### config.mk
export PLATFORM = sky130hd
export DESIGN_NAME = gpu_video_timing
export DESIGN_NICKNAME = d
export VERILOG_FILES = /design/src/rtl/gpu_video_timing.sv
export SDC_FILE = /design/constraint.sdc
export NUM_CORES = 1
export LEC_CHECK = 0
export BUFFER_PORTS_ARGS = -buffer_cell sky130_fd_sc_hd__buf_2
export CAP_MARGIN = 20
export CORE_UTILIZATION = 35
export CTS_BUF_LIST = sky130_fd_sc_hd__clkbuf_8
export CTS_CLUSTER_DIAMETER = 200
export CTS_CLUSTER_SIZE = 30
export DETAILED_ROUTE_END_ITERATION = 10
export PLACE_DENSITY = 0.68
export SLEW_MARGIN = 20
export SYNTH_ARGS = -nofsm -noshare
export SYNTH_HDL_FRONTEND = slang
export SYNTH_SLANG_ARGS = --single-unit
export TNS_END_PERCENT = 50
### constraint.sdc
create_clock -name pclk -period 2.5 [get_ports pclk]
set_clock_uncertainty 0.15 [all_clocks]
set_input_delay 0.5 -clock pclk [delete_from_list [all_inputs] [get_ports pclk]]
set_output_delay 0.5 -clock pclk [all_outputs]
set_load 0.1 [all_outputs]
### src/rtl/gpu_video_timing.sv
`default_nettype none
// ============================================================================
//  Module   : gpu_video_timing
//  Purpose  : Video timing generator and pixel-fetch sequencer. It produces
//             h/v counters, sync/blank, and per-pixel fetch requests. It
//             realigns the returned RGB with the delayed sync/blank and
//             substitutes a fill colour when a requested pixel arrives late.
//  Revision : 1.0  initial release
// ============================================================================
module gpu_video_timing #(
  parameter int          H_ACTIVE  = 640,
  parameter int          H_FP      = 16,
  parameter int          H_SYNC    = 96,
  parameter int          H_BP      = 48,
  parameter int          V_ACTIVE  = 480,
  parameter int          V_FP      = 10,
  parameter int          V_SYNC    = 2,
  parameter int          V_BP      = 33,
  parameter logic        HS_POL    = 1'b0,
  parameter logic        VS_POL    = 1'b0,
  parameter int          FETCH_LAT = 2,
  parameter logic [23:0] UF_COLOR  = 24'hFF00FF
) (
  input  logic        pclk,
  input  logic        rst,
  input  logic        enable,
  output logic        pix_req,
  output logic [11:0] pix_x,
  output logic [11:0] pix_y,
  input  logic [23:0] in_rgb,
  input  logic        in_valid,
  output logic [7:0]  out_vga_red,
  output logic [7:0]  out_vga_green,
  output logic [7:0]  out_vga_blue,
  output logic        out_vga_blank,
  output logic        out_vga_hsync,
  output logic        out_vga_vsync,
  output logic        frame_start,
  output logic        line_start,
  output logic        busy,
  output logic        underflow,
  input  logic        underflow_clr
);

  localparam int H_TOTAL = H_ACTIVE + H_FP + H_SYNC + H_BP;
  localparam int V_TOTAL = V_ACTIVE + V_FP + V_SYNC + V_BP;

  // Counter end values fit 12 bits; decode bounds can reach 4096 so they
  // are compared in 13 bits against zero-extended counters.
  localparam logic [11:0] H_LAST   = 12'(H_TOTAL - 1);
  localparam logic [11:0] V_LAST   = 12'(V_TOTAL - 1);
  localparam logic [12:0] H_ACT    = 13'(H_ACTIVE);
  localparam logic [12:0] V_ACT    = 13'(V_ACTIVE);
  localparam logic [12:0] HS_START = 13'(H_ACTIVE + H_FP);
  localparam logic [12:0] HS_END   = 13'(H_ACTIVE + H_FP + H_SYNC);
  localparam logic [12:0] VS_START = 13'(V_ACTIVE + V_FP);
  localparam logic [12:0] VS_END   = 13'(V_ACTIVE + V_FP + V_SYNC);

  typedef enum logic [1:0] {
    ST_IDLE  = 2'd0,
    ST_RUN   = 2'd1,
    ST_DRAIN = 2'd2
  } state_t;

  state_t      state, state_next;
  logic [11:0] h, v, h_next, v_next;
  logic        running;
  logic [12:0] h_ext, v_ext;
  logic        active, hs, vs;
  logic [2:0]  stage0;   // {active, hs, vs} for the current counters
  logic [2:0]  stage_d;  // same tuple, FETCH_LAT cycles later
  logic [23:0] rgb;

  // State and counter registers.
  always_ff @(posedge pclk or posedge rst) begin
    if (rst) begin
      state <= ST_IDLE;
      h     <= '0;
      v     <= '0;
    end else begin
      state <= state_next;
      h     <= h_next;
      v     <= v_next;
    end
  end

  // Next state and counter advance; scan-out only stops at the frame end.
  always_comb begin
    state_next = state;
    h_next     = h;
    v_next     = v;
    case (state)
      ST_IDLE: begin
        h_next = '0;
        v_next = '0;
        if (enable) state_next = ST_RUN;
      end
      ST_RUN, ST_DRAIN: begin
        if (h == H_LAST) begin
          h_next = '0;
          v_next = (v == V_LAST) ? 12'd0 : v + 12'd1;
        end else begin
          h_next = h + 12'd1;
        end
        if (state == ST_RUN) begin
          if (!enable) state_next = ST_DRAIN;
        end else if (enable) begin
          state_next = ST_RUN;
        end else if (h == H_LAST && v == V_LAST) begin
          state_next = ST_IDLE;
        end
      end
      default: begin
        state_next = ST_IDLE;
        h_next     = '0;
        v_next     = '0;
      end
    endcase
  end

  // Stage 0 decode straight from the counter registers.
  assign running = (state != ST_IDLE);
  assign h_ext   = {1'b0, h};
  assign v_ext   = {1'b0, v};
  assign active  = running && (h_ext < H_ACT) && (v_ext < V_ACT);
  assign hs      = running && (h_ext >= HS_START) && (h_ext < HS_END);
  assign vs      = running && (v_ext >= VS_START) && (v_ext < VS_END);
  assign stage0  = {active, hs, vs};

  assign pix_req     = active;
  assign pix_x       = h;
  assign pix_y       = v;
  assign frame_start = (state == ST_RUN) && (h == 12'd0) && (v == 12'd0);
  assign line_start  = running && (h == 12'd0);
  assign busy        = running;

  // Delay line that matches the framebuffer fetch latency.
  generate
    if (FETCH_LAT == 0) begin : g_no_delay
      assign stage_d = stage0;
    end else begin : g_delay
      logic [2:0] pipe [FETCH_LAT];
      // Shift every cycle; reset fills it with blank, sync-deasserted entries.
      always_ff @(posedge pclk or posedge rst) begin
        if (rst) begin
          for (int i = 0; i < FETCH_LAT; i++) pipe[i] <= 3'b000;
        end else begin
          pipe[0] <= stage0;
          for (int i = 1; i < FETCH_LAT; i++) pipe[i] <= pipe[i-1];
        end
      end
      assign stage_d = pipe[FETCH_LAT-1];
    end
  endgenerate

  // Output register: realigned sync/blank plus pixel data or fill colour.
  always_ff @(posedge pclk or posedge rst) begin
    if (rst) begin
      rgb           <= '0;
      out_vga_blank <= 1'b1;
      out_vga_hsync <= ~HS_POL;
      out_vga_vsync <= ~VS_POL;
    end else begin
      out_vga_blank <= ~stage_d[2];
      out_vga_hsync <= stage_d[1] ? HS_POL : ~HS_POL;
      out_vga_vsync <= stage_d[0] ? VS_POL : ~VS_POL;
      if (!stage_d[2])   rgb <= '0;
      else if (in_valid) rgb <= in_rgb;
      else               rgb <= UF_COLOR;
    end
  end

  // Sticky underflow flag; a new underflow beats a simultaneous clear.
  always_ff @(posedge pclk or posedge rst) begin
    if (rst)                          underflow <= 1'b0;
    else if (stage_d[2] && !in_valid) underflow <= 1'b1;
    else if (underflow_clr)           underflow <= 1'b0;
  end

  assign out_vga_red   = rgb[23:16];
  assign out_vga_green = rgb[15:8];
  assign out_vga_blue  = rgb[7:0];

endmodule
`default_nettype wire

==> results of run 1 <==
per-stage QoR:
stage / cell area [µm²] / setup slack, ns / instances / hold WS [ns]
global route: 3720 / -0.194 / 477 / 0.202
global placement: 3440 / 0.0766 / 456 / 0.183
CTS: 3680 / -0.208 / 476 / 0.189
detailed placement: 3440 / 0.0251 / 456 / 0.187
finish: 3720 / -0.113 / 477 / 0.196
floorplan: 2830 / -0.518 / 272 / 0.181
worst register-to-register path, delay by kind of cell (launching register included):
kind | cells | cell delay (ns)
adders and majority gates | 1 | 0.26
AOI/OAI and AO/OA | 2 | 0.37
DFF | 1 | 0.41
and+or+nand+nor | 2 | 0.94
layer usage:
layer	track usage	up-vias	routed length [µm]
met2	0.259	88	2970
met1	0.210	1098	2910
met3	0.0419	10	449
met5	0	-	0
li1	-	1148	-
met4	0.0807	0	131
cells in the mapped netlist (all sizes together) (3+ instances only):
master	number
clkbuf	5
a21oi	25
and3	12
inv	32
nand4	5
nor3	6
nand3	9
dfstp	3
nor4b	3
nand2	16
buf	4
xnor2	8
nand4b	3
or3	6
nor2	23
dfrtp	57
ha	7
a31oi	3
o21ai	6
nor4	5
o22ai	5
flip-flops by register name (all words and copies together) (netlist names):
name	cells
pix_y	12
g_delay.pipe	3
pix_x	12
out_vga_vsync	1
underflow	1
out_vga_hsync	1
out_vga_blank	1
rgb	24
state	2
stage_d	3
repair_timing:
action                                 in CTS  in global routing
buffers inserted                            3                  1
setup endpoints to repair                   3                  3
hold buffers                                1                  0
resized for setup                           3                  6
pin swaps                                   2                  3
endpoints found under the hold margin      10                  0
path summary, 6_finish.rpt:
kind                            depth (start not counted)            end        from  slack [ns]
max in group asynchronous                               4  out_vga_blank         rst        1.03
worst max register to register                          5       state[0]    pix_x[0]        0.25
worst max-delay path                                    5        pix_req    state[0]       -0.11
worst min register to register                          1  out_vga_vsync  stage_d[0]        0.20
worst min-delay path                                    1  out_vga_vsync  stage_d[0]        0.20
min in group asynchronous                               3       pix_x[4]         rst        0.54
cell type report:
class / count / area [µm²]
inverters: 34 / 128
clock inverters: 7 / 76.3
flip-flops and latches: 60 / 1530
clock buffers: 9 / 124
well taps: 102 / 128
multi-input cells: 169 / 1170
fillers: 713 / 4010
repair buffers: 96 / 571
power groups by stage:
stage / logic (mW) / registers [mW] / clock network (mW)
2_1_floorplan: 0.812 / 2.44 / 0
3_3_place_gp: 2.50 / 1.27 / 0
3_5_place_dp: 2.52 / 1.28 / 0
4_1_cts: 2.58 / 1.26 / 0.906
5_1_grt: 2.73 / 1.28 / 0.946
6_report: 2.61 / 1.26 / 0.886
cells by family (layout without fill, tap and decap cells):
| kind of cell | count (synthesis) | after routing | share of synthesized area |
|---|---|---|---|
| flops | 60 | 60 | 0.541 |
| mux | 3 | 3 | 0.0112 |
| fa+ha+maj | 7 | 7 | 0.0315 |
| xor+xnor | 9 | 9 | 0.0283 |
| compound gates | 51 | 51 | 0.111 |
| buf+inv | 43 | 146 | 0.0652 |
| simple gates | 99 | 99 | 0.212 |
==> flow_summary.json, run 1 <==
{
  "via_count": 2344,
  "cts_buffers": 9,
  "fp.dieW_um": 91.2,
  "ys_warn_count": 0,
  "n_antenna_cell": 0,
  "layout_common_cells": "buf_2, dfrtp_1, inv_1",
  "die_h_um": 91.2,
  "start_util": 0.360,
  "crit_family": "simple AND/OR/NAND/NOR gates",
  "avgViaCountPerCell": 4.91,
  "final_core_util": 0.482,
  "cellLeakagePower_nw": 1.79,
  "cellPowerDensity_nw_per_um2": 1280,
  "syn_nets": 308,
  "pwr-share-clk": 0.186,
  "synth_top_area_frac": 0.513,
  "h-tree-depth": 3,
  "worstMarginPinSlew_ns": 0.514,
  "wl_per_cell_um": 13.5,
  "setup_violations": 2,
  "hold_class": "flip-flop to flip-flop",
  "cts_tree": "done",
  "hold_viol": 0,
  "p_int_mw": 2.20,
  "drc": 0,
  "syn-cell-area_um2": 2780,
  "switching_share": 0.537,
  "cts_num_sinks": 60,
  "grt_pass1_wl_mm": 10.8,
  "dr.pass1.iters": 4,
  "critPathLaunchType": "flip-flop",
  "clk_path_buf_depth": 2,
  "ys_async_sr_fraction": 1.00,
  "cpPeakStageDelay_ns": 0.44,
  "io_buffers": 84,
  "crit_type": "flip-flop to primary output",
  "max_freq_ghz": 0.383,
  "max-vdd-ir-drop_mv": 0.537,
  "slowest_stage": "or4_4",
  "cp.arrival_ns": 1.96,
  "area_growth_pct": 33.8,
  "power_frac_seq": 0.265,
  "yosys-top-cells-area": "dfrtp_1, a21oi_1, inv_1",
  "grt_start_max_net_pins": 44,
  "final_common_cell": "buf_2",
  "crit_required_ns": 1.85,
  "path_buf_inv": 2,
  "cp_max_fo": 2,
  "drt_iter0_drc": 92,
  "ios": 85,
  "grt_pass1_vias": 2220,
  "power_switching_mw": 2.55,
  "rsz0062_at_grt": "yes",
  "fin_crit_sh": 1.05,
  "layout-drive-gt1-share": 0.411,
  "grt_overflow": 0,
  "crit_chain": "inv_2 -> ha_4 -> or4_4 -> nor4bb_4 -> buf_12",
  "nets": 406,
  "dp_hpwl_mm": 4.59,
  "slew_headroom": 0.654,
  "grt_antenna_before_repair": 0,
  "synth.avg_cell_area_um2": 10.2,
  "synth_edf_count": 0,
  "p_total_mw": 4.75,
  "fin_setup_tns_ns": -0.182,
  "synth_area_leader_cell": "dfrtp_1",
  "track_usage": 0.164,
  "setup_ws_ns": -0.113,
  "antenna_left": 0,
  "critPathCaptureType": "primary output",
  "cts_root_buffer": "clkbuf_8",
  "gp_congestion": 0.871,
  "status": "complete, but fails checks",
  "clk_latency_ns": 0.34,
  "synth_seq_cells": 60,
  "ys_types": 55,
  "seq_area_frac_synth": 0.541,
  "path_clk_slew_ns": 0.07,
  "wirelength_mm": 6.46,
  "core_area_um2": 7730,
  "die_area_um2": 8310,
  "synthFlopType": "dfrtp_1",
  "fp-row-count": 32,
  "p_comb_frac": 0.549,
  "min_period_ns": 2.61,
  "violations": "setup timing",
  "slew_viol_final": 0,
  "syn_inst": 272,
  "maxCapViolCount": 0
}
No activity file was read; power rests on OpenSTA's default activity.
==> inputs of run 2 (changes only) <==
- SETUP_SLACK_MARGIN: unset -> 0.5
==> run 2 against run 1 <==
  * Hold slack worse by 0.13 ns
  * Utilization up 4.7 points
  * Critical endpoint unchanged
  * Combinational power is 6% higher
  * Power is 2.5% higher
  * Clock power fell by 2.7%
  * Highest routed layer unchanged
  * First-iteration DRC count rose by 140%
  * Via count increased by 4.9%
  * The flow still finishes with violations (setup timing)
  * Clock-buffer cell count stayed put
  * Die area did not move
  * Maximum frequency is 1.3% higher
  * Sequential power about the same
==> flow_summary.json, run 2 (synthesis results as in run 1) <==
{
  "cp.arrival_ns": 1.93,
  "grt_overflow": 0,
  "nets": 422,
  "avgViaCountPerCell": 4.99,
  "reg2reg_slack_ns": 0.30,
  "slew_viol_final": 0,
  "power_frac_seq": 0.256,
  "layout_common_cells": "buf_2, dfrtp_1, inv_1, dfrtp_2",
  "met1_length_mm": 2.86,
  "final_core_util": 0.528,
  "path_buf_inv": 2,
  "dr.pass1.iters": 4,
  "critPathLaunchType": "flip-flop",
  "switching_share": 0.536,
  "cpPeakStageDelay_ns": 0.43,
  "cellPowerDensity_nw_per_um2": 1190,
  "core_area_um2": 7730,
  "final_common_cell": "buf_2",
  "gp_congestion": 0.834,
  "max_freq_ghz": 0.388,
  "multi_input_area_um2": 1330,
  "place_inst": 458,
  "dp_slack_ns": 0.0553,
  "fp-row-count": 32,
  "fin_crit_sh": 1.03,
  "p_comb_frac": 0.567,
  "placed_cell_area_um2": 3520,
  "area_growth_pct": 46.8,
  "pwr-share-clk": 0.177,
  "stdcell_count": 493,
  "crit_required_ns": 1.85,
  "slowest_stage": "or4_4",
  "hold_class": "primary input to async pin",
  "worstMarginPinSlew_ns": 0.550,
  "reg2reg_depth": 7,
  "grt_pass1_wl_mm": 11.6,
  "cp_max_fo": 3,
  "clk_path_buf_depth": 2,
  "track_usage": 0.176,
  "drc": 0,
  "start_util": 0.360,
  "regArea_um2": 1540,
  "antenna_left": 0,
  "wl_met2_mm": 3.54,
  "setup_violations": 2,
  "cts_num_sinks": 60,
  "cellLeakagePower_nw": 1.89,
  "critPathCaptureType": "primary output",
  "io_buffers": 84,
  "ios": 85,
  "hold_buffers": 0,
  "crit_type": "flip-flop to primary output",
  "wl_per_cell_um": 14.3,
  "grt_pass1_vias": 2387,
  "die_area_um2": 8310,
  "largest_reg_flops": 24,
  "fp.dieW_um": 91.2,
  "via_count": 2459,
  "die_h_um": 91.2,
  "h-tree-depth": 3,
  "cts_tree": "done",
  "grt_antenna_before_repair": 0,
  "routed.top_layer": "met4",
  "dp_hpwl_mm": 4.69,
  "crit_family": "simple AND/OR/NAND/NOR gates",
  "power_switching_mw": 2.61,
  "path_clk_slew_ns": 0.07,
  "max-vdd-ir-drop_mv": 0.487,
  "rr_endpoint": "state[1]",
  "wirelength_mm": 7.05,
  "drt_iter0_drc": 218,
  "slew_headroom": 0.632,
  "min_period_ns": 2.58,
  "hold_viol": 0,
  "final_cell_area_um2": 4080,
  "cts_buffers": 9,
  "crit_cells": 5,
  "dr_wl_met3_um": 486,
  "p_int_mw": 2.26,
  "crit_chain": "inv_2 -> ha_4 -> or4_4 -> nor4bb_4 -> buf_12",
  "fin_setup_tns_ns": -0.0849,
  "cts_root_buffer": "clkbuf_8",
  "n_fill_cell": 679,
  "layout-drive-gt1-share": 0.527,
  "grt_start_max_net_pins": 37,
  "rsz0062_at_grt": "yes",
  "regMostFlops": "rgb",
  "status": "complete, but fails checks",
  "maxCapViolCount": 0,
  "n_antenna_cell": 0,
  "r2r-start": "pix_x[10]",
  "violations": "setup timing",
  "setup_ws_ns": -0.0805,
  "clk_latency_ns": 0.33
}
## run 2: cell types whose count changed in the layout (fill, tap and decap cells not counted), sizes merged
cell | previous run | this run
buf | 95 | 112
clkinvlp | 2 | 3
dlygate4sd3 | 1 | 0
inv | 33 | 32
## run 2: cell type report
type	instances	share of cell area
Clock inverter	7	0.0187
Clock buffer	9	0.0303
Multi-Input combinational cell	169	0.325
Sequential cell	60	0.376
Inverter	34	0.0328
Timing Repair Buffer	112	0.186
Tap cell	102	0.0312
## run 2: power by group through the flow
stage | Sequential [mW] | Combinational, mW | Clock (mW)
floorplan | 2.44 | 0.848 | 0
finish | 1.25 | 2.76 | 0.862
global placement | 1.27 | 2.55 | 0
global route | 1.27 | 2.89 | 0.932
CTS | 1.25 | 2.72 | 0.891
detailed placement | 1.28 | 2.56 | 0
## run 2: per-layer routing
metal,GRT usage,vias to the layer above
met5,0,-
met4,0.0860,0
met3,0.0486,15
met2,0.289,100
met1,0.213,1168
li1,-,1176
## run 2: timing repair
action,in CTS,in global routing
gates cloned,1,1
setup endpoints to repair,14,25
pin swaps,10,13
resized for setup,23,27
setup buffers,11,6
## run 2: metrics by stage
stage | hold WS, ns | total power, mW
after floorplan | 0.181 | 3.29
after global placement | 0.182 | 3.82
after detailed placement | 0.186 | 3.84
after CTS | 0.0656 | 4.86
after global routing | 0.0894 | 5.09
final | 0.0630 | 4.87
## run 2: worst max path at each step
| stage | end | startpoint | slack, ns |
|---|---|---|---|
| finish | pix_req | state[1] | -0.08 |
| global route | pix_req | state[1] | -0.16 |
| CTS | pix_req | state[1] | -0.11 |
| detailed placement | pix_req | state[1] | 0.06 |
| global placement | pix_req | state[1] | 0.1 |
| floorplan | pix_req | pix_y[10] | -0.52 |
## run 2: worst reg2reg max path, stage by stage, from the launching register on
cell     delay (ns)
dfrtp_2        0.41
or2_4          0.28
buf_4          0.14
buf_6          0.12
or4_4          0.56
buf_12         0.18
o21ai_4        0.14
o21ai_1        0.09
==> inputs of run 3 (changes only) <==
- CELL_PAD_IN_SITES_DETAIL_PLACEMENT: unset -> 1
- CELL_PAD_IN_SITES_GLOBAL_PLACEMENT: unset -> 2
- PLACE_DENSITY: 0.68 -> 0.95
- clock period: 2.5 -> 3.28 ns (I/O delays scaled with it)
==> run 3 against run 2 <==
  * The run now ends clean
  * Register-to-register slack improved by 0.65 ns
  * Final cell count down 4.5%
  * Via count is 2.0% lower
  * Largest power group unchanged
  * Largest cell class unchanged
==> flow_summary.json, run 3 (synthesis results as in run 1) <==
{
  "cts_tree": "done",
  "final_cell_area_um2": 3560,
  "critPathCaptureType": "primary output",
  "dp_hpwl_mm": 5.52,
  "crit_type": "flip-flop to primary output",
  "crit_required_ns": 2.47,
  "placed_cell_area_um2": 3330,
  "cellLeakagePower_nw": 1.76,
  "grt_pass1_wl_mm": 12.8,
  "slew_headroom": 0.594,
  "start_util": 0.360,
  "via_count": 2411,
  "r2r-start": "pix_x[0]",
  "rr_endpoint": "state[0]",
  "cp.arrival_ns": 2.01,
  "area_growth_pct": 27.9,
  "reg2reg_slack_ns": 0.95,
  "stdcell_count": 471,
  "final_core_util": 0.460,
  "final_common_cell": "buf_2",
  "clk_latency_ns": 0.34,
  "grt_start_max_net_pins": 30,
  "io_buffers": 84,
  "hold_slack_ns": 0.196,
  "drt_iter0_drc": 101,
  "n_antenna_cell": 0,
  "path_clk_slew_ns": 0.07,
  "fin_setup_tns_ns": 0,
  "wl_per_cell_um": 16.1,
  "grt_pass1_vias": 2560,
  "cp_max_fo": 5,
  "place_inst": 451,
  "die_area_um2": 8310,
  "dr.pass1.iters": 4,
  "avgViaCountPerCell": 5.12,
  "crit_start": "state[1]",
  "maxCapViolCount": 0,
  "largest_reg_flops": 24,
  "fin_crit_sh": 0.860,
  "fp-row-count": 32,
  "cts_root_buffer": "clkbuf_8",
  "worstMarginPinSlew_ns": 0.604,
  "ios": 85,
  "core_area_um2": 7730,
  "grt_antenna_before_repair": 0,
  "hold_depth": 1,
  "cts_num_sinks": 60,
  "h-tree-depth": 3,
  "critPathLaunchType": "flip-flop",
  "hold_class": "flip-flop to flip-flop",
  "p_total_mw": 3.43,
  "layout_common_cells": "buf_2, dfrtp_1, inv_1",
  "max-vdd-ir-drop_mv": 0.361,
  "cellPowerDensity_nw_per_um2": 965,
  "n_fill_cell": 913,
  "min_period_ns": 2.82,
  "dp_slack_ns": 0.392,
  "regMostFlops": "rgb",
  "hold_buffers": 0,
  "nets": 400,
  "cts_buffers": 9,
  "max_freq_ghz": 0.355,
  "clk_path_buf_depth": 2,
  "antenna_left": 0,
  "multi_input_area_um2": 1150,
  "hp-start": "stage_d[0]",
  "status": "finished clean",
  "drc": 0,
  "rsz0062_at_grt": "yes",
  "fp.dieW_um": 91.2,
  "setup_ws_ns": 0.460,
  "gp_congestion": 0.760,
  "setup_violations": 0,
  "grt_overflow": 0,
  "holdPathEnd": "out_vga_vsync",
  "reg2reg_depth": 5,
  "track_usage": 0.200,
  "wirelength_mm": 7.60,
  "regArea_um2": 1510,
  "die_h_um": 91.2,
  "hold_viol": 0,
  "slew_viol_final": 0,
  "layout-drive-gt1-share": 0.358
}
==> run 3: cell types whose count changed in the layout (fill, tap and decap cells not counted), moves of 6 or more <==
cell,before,now
dfrtp_1,33,54
inv_1,24,31
buf_4,18,7
buf_12,6,0
dfrtp_2,24,3
a21oi_1,18,25
==> run 3: final cells by class <==
cell class	count	area share
tap	102	0.0359
clock inverter	7	0.0105
sequential	60	0.424
multi-input combinational	169	0.324
inverter	34	0.0359
timing repair buffer	90	0.135
clock buffer	9	0.0348
==> run 3: worst max-delay path by stage <==
stage,end,slack [ns],depth (start not counted)
floorplan,pix_req,0.11,2
global route,pix_req,0.38,5
detailed placement,pix_req,0.39,5
global placement,pix_req,0.44,5
finish,pix_req,0.46,5
CTS,pix_req,0.48,5
==> run 3: repair_timing <==
item                                    in CTS  in global routing
setup buffers                                4                  0
endpoints found under the setup margin       3                  3
gates resized for setup                      9                  1
pin swaps                                    2                  0
==> run 3: routing by layer <==
| metal | wire length (µm) | share of wire | track usage | up-vias |
|---|---|---|---|---|
| li1 | - | - | - | 1130 |
| met1 | 3340 | 0.44 | 0.245 | 1215 |
| met2 | 3880 | 0.51 | 0.345 | 53 |
| met3 | 238 | 0.031 | 0.0343 | 13 |
| met4 | 145 | 0.019 | 0.0886 | 0 |
| met5 | 0 | 0 | 0 | - |
==> run 3: power by group <==
group          internal (mW)  switching (mW)
registers              0.887          0.0706
clock network          0.264           0.298
logic                  0.358            1.56
total                   1.51            1.93
==> run 3: critical path: stages (launching register included) <==
cell,delay (ns)
dfrtp_1,0.37
inv_2,0.07
ha_4,0.18
or4_4,0.44
nor4bb_4,0.34
buf_6,0.27
